`src/rtl/voice_allocator.sv`:
```
// rtl/voice_allocator.sv - polyphonic note-to-voice allocator with release reuse and oldest-voice stealing
module voice_allocator #(
  parameter int NUM_VOICES = 4,
  parameter int NOTE_BITS  = 7,
  parameter int AGE_BITS   = 4
) (
  input  logic                            clk,
  input  logic                            reset,
  input  logic                            ev_valid,
  output logic                            ev_ready,
  input  logic                            ev_on,
  input  logic [NOTE_BITS-1:0]            ev_note,
  input  logic [NUM_VOICES-1:0]           env_idle,
  output logic [NUM_VOICES-1:0]           gate,
  output logic [NUM_VOICES-1:0]           trig,
  output logic [NUM_VOICES*NOTE_BITS-1:0] voice_note,
  output logic                            busy
);

  localparam int IDX_BITS = (NUM_VOICES > 1) ? $clog2(NUM_VOICES) : 1;

  localparam logic [1:0] ST_IDLE  = 2'd0;
  localparam logic [1:0] ST_SCAN  = 2'd1;
  localparam logic [1:0] ST_APPLY = 2'd2;

  localparam logic [1:0] V_FREE = 2'd0;
  localparam logic [1:0] V_HELD = 2'd1;
  localparam logic [1:0] V_REL  = 2'd2;

  localparam logic [AGE_BITS-1:0] AGE_MAX  = '1;
  localparam logic [IDX_BITS-1:0] IDX_LAST = IDX_BITS'(NUM_VOICES - 1);

  logic [1:0]           fsm;
  logic [IDX_BITS-1:0]  scan_idx;
  logic                 lat_on;
  logic [NOTE_BITS-1:0] lat_note;

  logic [1:0]           vstate [NUM_VOICES];
  logic [AGE_BITS-1:0]  age    [NUM_VOICES];
  logic [NOTE_BITS-1:0] note_r [NUM_VOICES];

  logic                 free_found, rel_found, held_found, match_found;
  logic [IDX_BITS-1:0]  free_idx, rel_idx, held_idx, match_idx, tgt_idx;
  logic [AGE_BITS-1:0]  rel_age, held_age;

  assign ev_ready = (fsm == ST_IDLE) && !reset;
  assign busy     = !ev_ready;

  for (genvar g = 0; g < NUM_VOICES; g++) begin : g_out
    assign gate[g] = (vstate[g] == V_HELD);
    assign voice_note[g*NOTE_BITS +: NOTE_BITS] = note_r[g];
  end

  // Note-on target priority: retrigger, free, oldest releasing, oldest held.
  always_comb begin
    tgt_idx = held_idx;
    if (match_found)     tgt_idx = match_idx;
    else if (free_found) tgt_idx = free_idx;
    else if (rel_found)  tgt_idx = rel_idx;
  end

  always_ff @(posedge clk) begin
    if (reset) begin
      fsm         <= ST_IDLE;
      scan_idx    <= '0;
      lat_on      <= 1'b0;
      lat_note    <= '0;
      trig        <= '0;
      free_found  <= 1'b0;
      rel_found   <= 1'b0;
      held_found  <= 1'b0;
      match_found <= 1'b0;
      free_idx    <= '0;
      rel_idx     <= '0;
      held_idx    <= '0;
      match_idx   <= '0;
      rel_age     <= '0;
      held_age    <= '0;
      for (int i = 0; i < NUM_VOICES; i++) begin
        vstate[i] <= V_FREE;
        age[i]    <= '0;
        note_r[i] <= '0;
      end
    end else begin
      trig <= '0;
      for (int i = 0; i < NUM_VOICES; i++) begin
        if (vstate[i] == V_REL && env_idle[i]) vstate[i] <= V_FREE;
      end

      case (fsm)
        ST_IDLE: begin
          if (ev_valid) begin
            lat_on      <= ev_on;
            lat_note    <= ev_note;
            scan_idx    <= '0;
            free_found  <= 1'b0;
            rel_found   <= 1'b0;
            held_found  <= 1'b0;
            match_found <= 1'b0;
            fsm         <= ST_SCAN;
          end
        end

        ST_SCAN: begin
          // Strict greater-than keeps the lowest index on equal ages.
          case (vstate[scan_idx])
            V_FREE: begin
              if (!free_found) begin
                free_found <= 1'b1;
                free_idx   <= scan_idx;
              end
            end
            V_REL: begin
              if (!rel_found || age[scan_idx] > rel_age) begin
                rel_found <= 1'b1;
                rel_idx   <= scan_idx;
                rel_age   <= age[scan_idx];
              end
            end
            V_HELD: begin
              if (!held_found || age[scan_idx] > held_age) begin
                held_found <= 1'b1;
                held_idx   <= scan_idx;
                held_age   <= age[scan_idx];
              end
              if (!match_found && note_r[scan_idx] == lat_note) begin
                match_found <= 1'b1;
                match_idx   <= scan_idx;
              end
            end
            default: ;
          endcase
          if (scan_idx == IDX_LAST) fsm <= ST_APPLY;
          else                      scan_idx <= scan_idx + IDX_BITS'(1);
        end

        ST_APPLY: begin
          // These writes come after the env_idle freeing above, so they win.
          for (int i = 0; i < NUM_VOICES; i++) begin
            if (lat_on) begin
              if (IDX_BITS'(i) == tgt_idx) begin
                vstate[i] <= V_HELD;
                age[i]    <= '0;
                note_r[i] <= lat_note;
                trig[i]   <= 1'b1;
              end else if (vstate[i] != V_FREE && age[i] != AGE_MAX) begin
                age[i] <= age[i] + AGE_BITS'(1);
              end
            end else if (vstate[i] == V_HELD && note_r[i] == lat_note) begin
              vstate[i] <= V_REL;
            end
          end
          fsm <= ST_IDLE;
        end

        default: fsm <= ST_IDLE;
      endcase
    end
  end

endmodule

```
`config.mk`:
```
export PLATFORM = sky130hd
export DESIGN_NAME = voice_allocator
export DESIGN_NICKNAME = d
export VERILOG_FILES = /design/src/rtl/voice_allocator.sv
export SDC_FILE = /design/constraint.sdc
export NUM_CORES = 1
export LEC_CHECK = 0
export BUFFER_PORTS_ARGS = -buffer_cell sky130_fd_sc_hd__clkbuf_2
export CAP_MARGIN = 30
export CELL_PAD_IN_SITES_DETAIL_PLACEMENT = 0
export CELL_PAD_IN_SITES_GLOBAL_PLACEMENT = 1
export CORE_MARGIN = 3
export CORE_UTILIZATION = 42
export CTS_CLUSTER_SIZE = 30
export DETAILED_ROUTE_END_ITERATION = 7
export GPL_ROUTABILITY_DRIVEN = 0
export PLACE_DENSITY = 0.8
export SLEW_MARGIN = 20
export SYNTH_ARGS = -nofsm -noshare
export SYNTH_HDL_FRONTEND = slang
export SYNTH_SLANG_ARGS = --single-unit
```
`constraint.sdc`:
```
create_clock -name clk -period 2.8 [get_ports clk]
set_clock_uncertainty 0.1 [all_clocks]
set_input_delay 0.14 -clock clk [delete_from_list [all_inputs] [get_ports clk]]
set_output_delay 0.14 -clock clk [all_outputs]
set_load 0.02 [all_outputs]
```
; Yosys cells after proc, flatten, opt, wreduce, memory -nomap -nowiden
; Memories as Yosys holds them, arrays and structs flattened. A register that Yosys moved wholly into a read port is not among the register bits.
; Index checks and enable logic that the tools add are counted.
[word_totals]
mem_count = 3
register_bits = 36
ram_bits = 52
input_bits = 15
output_inout_bits = 38
word_cells = 255
[classes]
n_reduce_logical = 41
muxes = 129
n_eq_ne = 34
order_cmp = 2
bitwise_logic = 26
addsub = 5
[memory_table]
columns = name, words, width, rd, rd_ports_with_merged_regs, wr, line
row1 = note_r, 4, 7, 5, 1, 4, 40  ; logic [NOTE_BITS-1:0] note_r [NUM_VOICES];
row2 = age, 4, 4, 5, 1, 4, 39  ; logic [AGE_BITS-1:0] age [NUM_VOICES];
row3 = vstate, 4, 2, 5, 1, 4, 38  ; logic [1:0] vstate [NUM_VOICES];
[ops]
columns = operator, n
row1 = 2-to-1 mux 1 bit, 86
row2 = 2-to-1 mux 2 bit, 25
row3 = == test 7 bit, 5
row4 = 2-to-1 mux 4 bit, 8
row5 = 2-to-1 mux 7 bit, 4
row6 = OR 1 bit, 24
row7 = AND reduction 3 bit, 6
row8 = adder 4 x 1 -> 4 bit (second input constant), 4
row9 = != test 4 bit (second input constant), 4
row10 = == test 2 bit (second input constant), 7
row11 = logical AND 1 bit, 14
row12 = == test 2 x 1 -> 1 bit (second input constant), 6
row13 = != test 2 bit (second input constant), 6
row14 = AND reduction 4 bit, 3
row15 = nonzero test 2 bit, 5
row16 = greater-than comparator 4 bit, 2
row17 = case mux 1 bit (2 select lines), 4
row18 = case mux 2 bit (2 select lines), 2
row19 = zero test 2 bit, 3
row20 = != test 2 x 1 -> 1 bit (second input constant), 3
row21 = zero test 1 bit, 5
row22 = == test 2 bit (first input constant), 2
row23 = AND reduction 2 bit, 2
row24 = adder 2 x 1 -> 2 bit (second input constant), 1
row25 = other kinds (4), 6

; Longest topological paths before layout
; Gate-level depths: netlist (run 1).
[depth]
word_depth = 11
mapped_depth = 12
ltp_nobuf = 9

; Worst setup path before layout (run 1)
; Ideal clock, no wire load.
[synth_path]
path_type = register to register
from = reg with a tool-made name
to = reg rel_idx[0]
stages_incl_launch_ff = 11
setup_slack_ns = -0.104
path_buffers = 3
required_time_ns = 2.572
period_less_slack_ns = 2.904
t_arrival_ns = 2.677
setup_ns = 0.128
cell_sequence = dfxtp_1 > buf_2 > buf_2 > mux4_2 > ha_1 > and3_1 > a311o_1 > a311o_1 > buf_2 > mux2i_1 > nor2_1
[synth_lines]
columns = element, line
row1 = "end signal, assigned", 116  ; rel_idx <= scan_idx;
row2 = "end, declared", 43  ; logic [IDX_BITS-1:0] free_idx, rel_idx, held_idx, match_idx, tgt_idx;

==> run summary, run 1 <==
OUTCOME
----------------------------------------------------------------------------------------
Status                                                                         completed

WORST SETUP PATH
----------------------------------------------------------------------------------------
Reg-to-reg setup timing slack                                                    0.14 ns
Worst R2R Path Depth                                                                   7
Buf+Inv Stages, Crit Path                                                              0
Worst EP arrival                                                                 2.82 ns
Largest driver fanout on the critical path                                             7
Largest stage delay on the critical path                                         0.51 ns
Critical path capture point type                                                register
Required arrival time at the worst endpoint                                      2.96 ns
Setup crit start kind                                                           register
Path type of the worst setup path                                           register to register
Library cell contributing the largest single delay on the critical path           mux4_2
Endpoint of the lowest-slack register-to-register path                      rel_age[1]$_SDFFE_PP0P_
Category of cells accounting for the largest share of critical-path delay   compound AO/OA/AOI/OAI gates
Cell chain of the critical path                                             mux4_2 > ha_1 > and3_1 > a311o_1 > a311o_2 > mux2i_1 > nor2_1
Beginning of the worst register-to-register path                            age[3][3]$_SDFFCE_PN0P_

STA
----------------------------------------------------------------------------------------
Final Cycle Share                                                                  94.8%
Min Hold Slack                                                                 0.0264 ns
Final number of setup-violating endpoints                                              0
RSZ-0062 raised after global routing                                                  no
Pins Over Slew Limit                                                                   0
Final worst-path setup slack                                                    0.144 ns
Headroom to the max-slew limit                                                     49.0%
Slew at the pin closest to its max-slew limit                                   0.758 ns
Min Clock Period, post-route                                                     2.66 ns
Hold violation total from the final report                                             0
Maximum achievable frequency                                                     377 MHz

FLOORPLANNING
----------------------------------------------------------------------------------------
Core Footprint                                                                10500 um^2
Die span in y                                                                     111 um
Placement Rows                                                                        37
Overall die area                                                              12300 um^2
Chip Width                                                                        111 um
I/O Pins                                                                              53
Initial cell density of the core                                                   44.0%

CLOCK NETWORK
----------------------------------------------------------------------------------------
CTS Sinks                                                                             90
Root Buffer Master                                                              clkbuf_8
Clock transition at path regs                                                    0.09 ns
Number of buffers added by the clock tree synthesis step                               9
Clock tree from TritonCTS                                                           done
Clock latency of the later-clocked register in the worst-skew pair               0.38 ns
H-tree depth reported by CTS                                                           3
Maximum root-to-sink buffer count                                                      2

SYNTHESIS
----------------------------------------------------------------------------------------
Number of flops mapped to enable cells by yosys                                       48
Async set or reset register ratio after synthesis                                     0%
Mean Syn Cell Area                                                             10.8 um^2
Nets in the synthesized netlist                                                      457
Primary FF master, synth                                                        edfxtp_1
Share of Yosys cell area claimed by the top area cell type                         31.2%
Area leader, netlist                                                            edfxtp_1
Cell with the most instances after synthesis                                      nor2_1
Synthesized flop and latch total                                                      90
Fraction of the yosys area taken by sequential cells                               49.4%
Post-Synthesis Cell Area                                                       4620 um^2
Cells after synthesis                                                                429
Top area cells in the synthesized netlist                                   edfxtp_1 31%, dfxtp_1 18%, xnor2_1 6.4%
Yosys Warn Count                                                                       0
Commonest cells post-synth                                                  50 x nor2_1, 48 x edfxtp_1, 42 x dfxtp_1
Distinct cell type count of the synthesized netlist                                   47

CELLS AND AREA
----------------------------------------------------------------------------------------
Number of nets at the end of the flow                                                524
Antenna fix cells                                                                      0
Fraction of final layout cells with drive strength greater than 1                  22.6%
Area growth, synth to finish                                                       15.1%
Filler cell count in the final layout                                                968

DRT
----------------------------------------------------------------------------------------
Total via count in the routed design                                                3343
Number of detailed-route iterations in the first pass                                  4
Met2 wire length                                                                 5090 um
Via density per instance                                                            5.25
Top layer used by detailed routing                                                  met4
WL per Instance                                                                  16.9 um
Routed wire length on met3                                                        536 um
DRC violations left                                                                    0
Length of routed wiring on met1                                                  4920 um
DRT Wirelength                                                                  10700 um
DRC marker count from the first detailed-route iteration                             170
Remaining antenna violation count after routing                                        0

HOLD PATH
----------------------------------------------------------------------------------------
Hold-critical path endpoint                                                 vstate[0][1]$_SDFFE_PP0P_
Hold path start                                                              env_idle[0]
Worst hold path type                                                        input pin to register
Hold Crit Depth                                                                        4

PLACE
----------------------------------------------------------------------------------------
Worst slack at placement                                                      -0.0373 ns
Final HPWL DP                                                                    8090 um
Total of buffers placed on input and output ports                                     52

GRT
----------------------------------------------------------------------------------------
Total congestion overflow after global routing                                         0
Wire length of the first global-routing pass                                    17600 um
Pin count of the biggest net entering global routing                                  31
Number of antenna violations at the first check in global routing                      0
GRT Overall Usage                                                                  18.2%
Vias in the first global route                                                      3361

POWER AND IR DROP
----------------------------------------------------------------------------------------
Leak Pwr                                                                      0.00208 uW
Worst supply voltage drop on vdd                                                0.389 mV
Overall power consumption                                                        2570 uW
P per Cell Area                                                              483 nW/um^2

FLOW RUN
----------------------------------------------------------------------------------------
Number of maximum-capacitance constraint violations                                    0

==> layout by cell type (no fill, tap or decap), drive strengths merged, types with 5 or more instances in the layout <==
master / instances
dfxtp: 42
xor2: 8
inv: 21
nand2: 35
nor3: 5
mux2i: 21
ha: 13
dlygate4sd3: 8
clkbuf: 61
nor2: 50
edfxtp: 48
nand4: 5
nor2b: 6
buf: 17
xnor2: 34
nand3: 14
and3: 9
a21oi: 12
o21ai: 10
mux4: 10
and2: 24
==> stage by stage <==
stage | instances | area, um^2 | setup TNS, ns | utilization (%)
after global routing | 637 | 5320 | 0 | 50.6
after detailed placement | 607 | 5010 | -0.136 | 47.7
after floorplan | 429 | 4630 | 0 | -
final | 637 | 5320 | 0 | 50.6
after global placement | 607 | 5010 | 0 | 47.7
after CTS | 631 | 5270 | 0 | 50.1
==> worst max path at each step <==
stage,from,endpoint,slack (ns),cells after the start
detailed placement,register,rel_age[1]$_SDFFE_PP0P_,-0.04,8
CTS,age[3][2]$_SDFFCE_PN0P_,rel_age[1]$_SDFFE_PP0P_,0.03,7
finish,age[3][3]$_SDFFCE_PN0P_,rel_age[1]$_SDFFE_PP0P_,0.14,7
global route,age[3][1]$_SDFFCE_PN0P_,rel_age[3]$_SDFFE_PP0P_,0.02,8
global placement,register,rel_age[2]$_SDFFE_PP0P_,0.08,7
floorplan,register,rel_idx[0]$_SDFFE_PP0P_,0.02,10
==> cell families after synthesis <==
logic type,after synthesis,synth area share (%)
AOI/OAI and AO/OA,41,5.96
xor gates and xnor gates,42,7.96
adders and majority gates,13,3.52
buffers and inverters,41,4.17
DFF,90,49.4
muxes,35,10.4
and+or+nand+nor,167,18.6
==> registers in the layout, summed over array words and instances (netlist names), named ones only <==
name         cells
match_idx        2
free_idx         2
rel_age          4
trig             4
held_idx         2
note_r          28
lat_on           1
lat_note         7
held_age         4
held_found       1
age             16
scan_idx         2
rel_found        1
free_found       1
match_found      1
fsm              2
vstate           8
rel_idx          2
==> metal layers <==
metal  track usage [%]  vias up
met5                 0        -
li1                  -     1628
met2              28.4       86
met4              5.91        0
met1              23.9     1613
met3              5.95       16
==> power breakdown <==
part           switching, uW  leakage, uW  internal, uW
sequential              61.8     0.000837          1420
clock                    479    0.0000752           318
combinational            155      0.00117           132
total                    696      0.00208          1870
==> worst reg2reg max path, stage by stage, from the launching register on <==
cell	delay, ns
edfxtp_1	0.44
mux4_2	0.51
ha_1	0.31
and3_1	0.20
a311o_1	0.34
a311o_2	0.42
mux2i_1	0.18
nor2_1	0.06
==> layout make-up <==
cell class                 instances  area (um^2)  share of cell area [%]
multi-input combinational        298         2150                    40.4
clock buffer                       9          124                    2.33
timing repair buffer              77          468                    8.80
inverter                          20         75.1                    1.41
tap                              136          170                    3.20
clock inverter                     7         45.0                   0.847
sequential                        90         2290                    43.0
==> timing repair <==
| action | CTS | global route |
|---|---|---|
| buffers inserted | 0 | 6 |
| gates resized for setup | 1 | 3 |
| endpoints found under the hold margin | 8 | 0 |
| pin swaps | 0 | 1 |
| hold buffers | 8 | 0 |
| endpoints found under the setup margin | 6 | 12 |
Note: power is estimated with default switching activity, not from simulation.
==> inputs of run 2 (changes only) <==
==> constraint.sdc (replaced) <==
create_clock -name clk -period 2.8 [get_ports clk]
set_clock_uncertainty 0.1 [all_clocks]
set_input_delay 0.56 -clock clk [delete_from_list [all_inputs] [get_ports clk]]
set_output_delay 0.56 -clock clk [all_outputs]
set_load 0.02 [all_outputs]
==> run 2 against run 1 <==
Against the previous run:
- worst setup slack worse by 0.047 ns
- global-route usage decreased by 0.34 points
- non-clock buffer count down 6
- sequential power is essentially flat
- critical path depth unchanged
- largest cell class unchanged
- highest routed layer unchanged
- die area did not move
- sequential cell count is the same
- utilization shrank 0.39 points
- hold slack improved by 0.27 ns
==> run summary, run 2 (synthesized netlist as in run 1, its figures left out) <==
DRT
--------------------------------------------------------------------------------------
DRC marker count from the first detailed-route iteration                           135
DRC violations left                                                                  0
Remaining antenna violation count after routing                                      0
Number of detailed-route iterations in the first pass                                4
DRT Wirelength                                                                10700 um
Via density per instance                                                          5.31
Total via count in the routed design                                              3353
WL per Instance                                                                16.9 um

CLOCK NETWORK
--------------------------------------------------------------------------------------
Clock latency of the later-clocked register in the worst-skew pair             0.37 ns
Clock tree from TritonCTS                                                         done
Clock transition at path regs                                                  0.10 ns
Root Buffer Master                                                            clkbuf_8
Number of buffers added by the clock tree synthesis step                             9
CTS Sinks                                                                           90
H-tree depth reported by CTS                                                         3
Maximum root-to-sink buffer count                                                    2

PLACE
--------------------------------------------------------------------------------------
Dpl cell area                                                                5040 um^2
Total of buffers placed on input and output ports                                   52
Final HPWL DP                                                                  8020 um
Worst slack at placement                                                    -0.0331 ns

OUTCOME
--------------------------------------------------------------------------------------
Status                                                                       completed

STA
--------------------------------------------------------------------------------------
Final number of setup-violating endpoints                                            0
Hold violation total from the final report                                           0
Slew at the pin closest to its max-slew limit                                 0.738 ns
Pins Over Slew Limit                                                                 0
RSZ-0062 raised after global routing                                                no
Maximum achievable frequency                                                   370 MHz
Final Cycle Share                                                                96.5%
Headroom to the max-slew limit                                                   50.4%
Final worst-path setup slack                                                 0.0977 ns
Min Clock Period, post-route                                                   2.70 ns

GRT
--------------------------------------------------------------------------------------
Wire length of the first global-routing pass                                  17600 um
Number of antenna violations at the first check in global routing                    0
Pin count of the biggest net entering global routing                                30
GRT Overall Usage                                                                17.8%
Total congestion overflow after global routing                                       0
Vias in the first global route                                                    3356

WORST SETUP PATH
--------------------------------------------------------------------------------------
Required arrival time at the worst endpoint                                    2.96 ns
CP startpoint                                                             age[3][3]$_SDFFCE_PN0P_
Largest stage delay on the critical path                                       0.52 ns
Worst EP arrival                                                               2.86 ns
Cell chain of the critical path                                           mux4_2 > ha_1 > and3_1 > a311o_1 > a311o_2 > mux2i_1 > nor2_1
Setup crit start kind                                                         register
Library cell contributing the largest single delay on the critical path         mux4_2
Beginning of the worst register-to-register path                          age[3][3]$_SDFFCE_PN0P_
Path type of the worst setup path                                         register to register
Largest driver fanout on the critical path                                           7
Critical path capture point type                                              register

CELLS AND AREA
--------------------------------------------------------------------------------------
Final cell area excluding filler cells                                       5280 um^2
Area growth, synth to finish                                                     14.2%
Register bank with the most flops                                               note_r
Number of flip-flops in the largest register                                        28
Number of nets at the end of the flow                                              518
Commonest cells after routing, fill and taps aside                        52 x clkbuf_2, 50 x nor2_1, 48 x edfxtp_1, 41 x dfxtp_1, 35 x nand2_1
Fraction of final layout cells with drive strength greater than 1                23.2%
Antenna fix cells                                                                    0
Filler cell count in the final layout                                              979
Leading cell type in the layout, fill and taps excluded                       clkbuf_2
Largest registers ranked by flip-flop count                               note_r x28, age x16, vstate x8

FLOORPLANNING
--------------------------------------------------------------------------------------
Die span in y                                                                   111 um
Overall die area                                                            12300 um^2
Core Footprint                                                              10500 um^2
Initial cell density of the core                                                 44.0%
I/O Pins                                                                            53
Placement Rows                                                                      37
Chip Width                                                                      111 um

HOLD PATH
--------------------------------------------------------------------------------------
Hold path start                                                             ev_note[1]
Worst hold path type                                                      input pin to register

POWER AND IR DROP
--------------------------------------------------------------------------------------
P per Cell Area                                                            504 nW/um^2
Worst supply voltage drop on vdd                                              0.277 mV
Leak Pwr                                                                    0.00208 uW

FLOW RUN
--------------------------------------------------------------------------------------
Number of maximum-capacitance constraint violations                                  0

## run 2: path summary, 6_finish.rpt
path / endpoint / slack (ns) / cells past startpoint
worst max-delay path: rel_age[3]$_SDFFE_PP0P_ / 0.1 / 7
worst min-delay path: lat_note[1]$_SDFFE_PP0P_ / 0.30 / 3
worst max register to register: rel_age[3]$_SDFFE_PP0P_ / 0.1 / 7
worst min register to register: free_idx[1]$_SDFFE_PP0P_ / 0.41 / 2
## run 2: what timing repair did
item                                    4_1_cts  5_1_grt
setup buffers                                 0        4
endpoints found under the setup margin        6       12
resized for setup                             1        4
hold buffers                                  0        0
## run 2: worst max-delay path, delay by kind of cell (launching register included)
family / cells / cell delay, ns
AO/OA/AOI/OAI: 2 / 0.81
multiplexers: 2 / 0.71
flip-flops: 1 / 0.44
adder cells (fa/ha/maj): 1 / 0.30
AND/OR/NAND/NOR: 2 / 0.24
## run 2: final cells by class
| class | instances | area, um^2 | area share, % |
|---|---|---|---|
| Inverter | 20 | 75.1 | 1.42 |
| Timing Repair Buffer | 71 | 403 | 7.63 |
| Clock inverter | 7 | 68.8 | 1.30 |
| Sequential cell | 90 | 2290 | 43.3 |
| Multi-Input combinational cell | 298 | 2150 | 40.8 |
| Tap cell | 136 | 170 | 3.22 |
| Clock buffer | 9 | 124 | 2.35 |
## run 2: metal layers
metal	vias up	wire length, um	share of wire [%]	track usage (%)
met5	-	0	0	0
met3	15	406	3.8	3.49
met2	73	4940	46	28.1
met4	0	194	1.8	6.98
met1	1650	5130	48	24.2
li1	1615	-	-	-
## run 2: per-stage QoR
stage	utilization (%)	hold WS (ns)	TNS (ns)	total power [uW]	cells
finish	50.2	0.298	0	2660	631
global route	50.2	0.302	0	2770	631
CTS	49.9	0.283	0	2680	627
detailed placement	48.0	0.388	-0.0942	1790	611
global placement	48.0	0.374	0	1790	611
floorplan	-	0.356	0	1710	429
## run 2: power breakdown
part | switching [uW] | internal, uW | total [uW]
Sequential | 63.5 | 1420 | 1490
Clock | 484 | 411 | 895
Combinational | 152 | 126 | 278
Total | 700 | 1960 | 2660
==> inputs of run 3 (changes only) <==
--- a/config.mk
+++ b/config.mk
@@ -10,11 +10,12 @@
 export CELL_PAD_IN_SITES_DETAIL_PLACEMENT = 0
 export CELL_PAD_IN_SITES_GLOBAL_PLACEMENT = 1
 export CORE_MARGIN = 3
-export CORE_UTILIZATION = 42
+export CORE_UTILIZATION = 35
 export CTS_CLUSTER_SIZE = 30
 export DETAILED_ROUTE_END_ITERATION = 7
 export GPL_ROUTABILITY_DRIVEN = 0
-export PLACE_DENSITY = 0.8
+export MAX_ROUTING_LAYER = met4
+export PLACE_DENSITY = 0.69
 export SLEW_MARGIN = 20
 export SYNTH_ARGS = -nofsm -noshare
 export SYNTH_HDL_FRONTEND = slang
==> run 3 against run 2 <==
Against the previous run:
- worst setup slack improved by 0.051 ns
- clock power rose by 31%
- sequential share of layout area shrank 1.1 points
- routed wire length is 4.7% higher
- first-iteration DRC count up 43%
- sequential power about the same
- critical path depth is the same
- largest cell class unchanged
==> run summary, run 3 (synthesized netlist as in run 1, its figures left out) <==
OUTCOME
---------------------------------------------------------------------------------
Status                                                                  completed

STA
---------------------------------------------------------------------------------
Maximum achievable frequency                                              377 MHz
Headroom to the max-slew limit                                              39.8%
Min Clock Period, post-route                                              2.65 ns
Slew at the pin closest to its max-slew limit                            0.895 ns
Final number of setup-violating endpoints                                       0
Hold violation total from the final report                                      0
Pins Over Slew Limit                                                            0
RSZ-0062 raised after global routing                                           no
Setup_tns                                                                    0 ns
Final Cycle Share                                                           94.7%

WORST SETUP PATH
---------------------------------------------------------------------------------
Critical path capture point type                                         register
Setup crit start kind                                                    register
Largest driver fanout on the critical path                                      7
Worst EP arrival                                                          2.77 ns
Path type of the worst setup path                                    register to register
Required arrival time at the worst endpoint                               2.92 ns

GRT
---------------------------------------------------------------------------------
Pin count of the biggest net entering global routing                           25
Wire length of the first global-routing pass                             18400 um
Total congestion overflow after global routing                                  0
Vias in the first global route                                               3413
GRT Overall Usage                                                           16.6%
Number of antenna violations at the first check in global routing               0

CELLS AND AREA
---------------------------------------------------------------------------------
Largest registers ranked by flip-flop count                          note_r x28, age x16, vstate x8
Number of nets at the end of the flow                                         518
Number of flip-flops in the largest register                                   28
Register bank with the most flops                                          note_r
Utilization after layout                                                    42.4%
Area growth, synth to finish                                                17.3%
Fraction of final layout cells with drive strength greater than 1           22.8%
Leading cell type in the layout, fill and taps excluded                  clkbuf_2
Antenna fix cells                                                               0
Commonest cells after routing, fill and taps aside                   52 x clkbuf_2, 50 x nor2_1, 48 x edfxtp_1, 41 x dfxtp_1, 35 x nand2_1

CLOCK NETWORK
---------------------------------------------------------------------------------
Number of buffers added by the clock tree synthesis step                        9
Maximum root-to-sink buffer count                                               2
Number of buffers added to fix hold violations after cts                        0
Root Buffer Master                                                      clkbuf_16
Clock latency of the later-clocked register in the worst-skew pair        0.34 ns
Clock transition at path regs                                             0.06 ns
Clock tree from TritonCTS                                                    done
CTS Sinks                                                                      90
H-tree depth reported by CTS                                                    3

DRT
---------------------------------------------------------------------------------
Total via count in the routed design                                         3306
Remaining antenna violation count after routing                                 0
DRT Wirelength                                                           11200 um
DRC violations left                                                             0
Number of detailed-route iterations in the first pass                           4
WL per Instance                                                           16.7 um
DRC marker count from the first detailed-route iteration                      193
Via density per instance                                                     4.96

PLACE
---------------------------------------------------------------------------------
Final HPWL DP                                                             8530 um
Total of buffers placed on input and output ports                              52

FLOORPLANNING
---------------------------------------------------------------------------------
Die span in y                                                              121 um
Core Footprint                                                         12800 um^2
I/O Pins                                                                       53
Overall die area                                                       14600 um^2
Placement Rows                                                                 41
Chip Width                                                                 121 um
Initial cell density of the core                                            36.2%

POWER AND IR DROP
---------------------------------------------------------------------------------
Overall power consumption                                                 2940 uW
Leak Pwr                                                               0.00213 uW
Worst supply voltage drop on vdd                                         0.370 mV
P per Cell Area                                                       542 nW/um^2

FLOW RUN
---------------------------------------------------------------------------------
Number of maximum-capacitance constraint violations                             0

HOLD PATH
---------------------------------------------------------------------------------
Worst hold path type                                                 input pin to register

-- run 3: cell types whose count changed in the layout (fill, tap and decap cells not counted), sizes merged --
cell and change:
bufinv -1, clkinv -1, inv -1, clkinvlp -1, clkbuf +4
-- run 3: area by class of cell --
| cell class | count | area, um^2 |
|---|---|---|
| multi-input combinational | 298 | 2150 |
| sequential | 90 | 2290 |
| tap | 172 | 215 |
| clock buffer | 13 | 272 |
| timing repair buffer | 71 | 403 |
| clock inverter | 3 | 13.8 |
| fill | 1236 | 7360 |
| inverter | 20 | 75.1 |
-- run 3: timing repair --
| item | CTS | global route |
|---|---|---|
| setup buffers | 0 | 4 |
| pin swaps | 0 | 1 |
| setup endpoints to repair | 4 | 12 |
| endpoints found under the hold margin | 0 | 0 |
| resized for setup | 1 | 3 |
| cloned | 0 | 0 |
-- run 3: worst paths after layout --
path / startpoint / end / slack (ns) / cells after the start
setup reg to reg: age[0][2]$_SDFFCE_PN0P_ / rel_age[1]$_SDFFE_PP0P_ / 0.15 / 7
hold / removal: ev_note[4] / lat_note[4]$_SDFFE_PP0P_ / 0.34 / 3
setup / recovery: age[0][2]$_SDFFCE_PN0P_ / rel_age[1]$_SDFFE_PP0P_ / 0.15 / 7
hold reg to reg: held_age[3]$_SDFFE_PP0P_ / held_age[3]$_SDFFE_PP0P_ / 0.39 / 2
-- run 3: report_power, final --
group / internal, uW / total [uW] / switching [uW]
Combinational: 126 / 279 / 153
Clock: 675 / 1170 / 494
Sequential: 1430 / 1490 / 63.2
-- run 3: routing by layer --
metal	global-route usage (%)	vias to the layer above	wire, um
met5	-	-	0
met4	3.97	0	110
met3	4.10	8	479
met2	24.7	63	5020
met1	23.1	1616	5550
li1	-	1619	-
-- run 3: through the flow --
step | area (um^2) | worst slack [ns] | std cells | hold WS (ns)
3_3_place_gp | 5090 | 0.0696 | 647 | 0.373
4_1_cts | 5380 | 0.0322 | 663 | 0.326
5_1_grt | 5420 | 0.00100 | 667 | 0.335
2_1_floorplan | 4630 | 0.0232 | 429 | 0.356
3_5_place_dp | 5090 | 0.00459 | 647 | 0.385
6_report | 5420 | 0.148 | 667 | 0.337
-- run 3: worst max-delay path: stages (launching register included) --
cell and delay [ns]:
edfxtp_1 0.45, mux4_2 0.51, ha_1 0.31, and3_1 0.17, a311o_1 0.34, a311o_2 0.42, mux2i_1 0.18, nor2_1 0.05
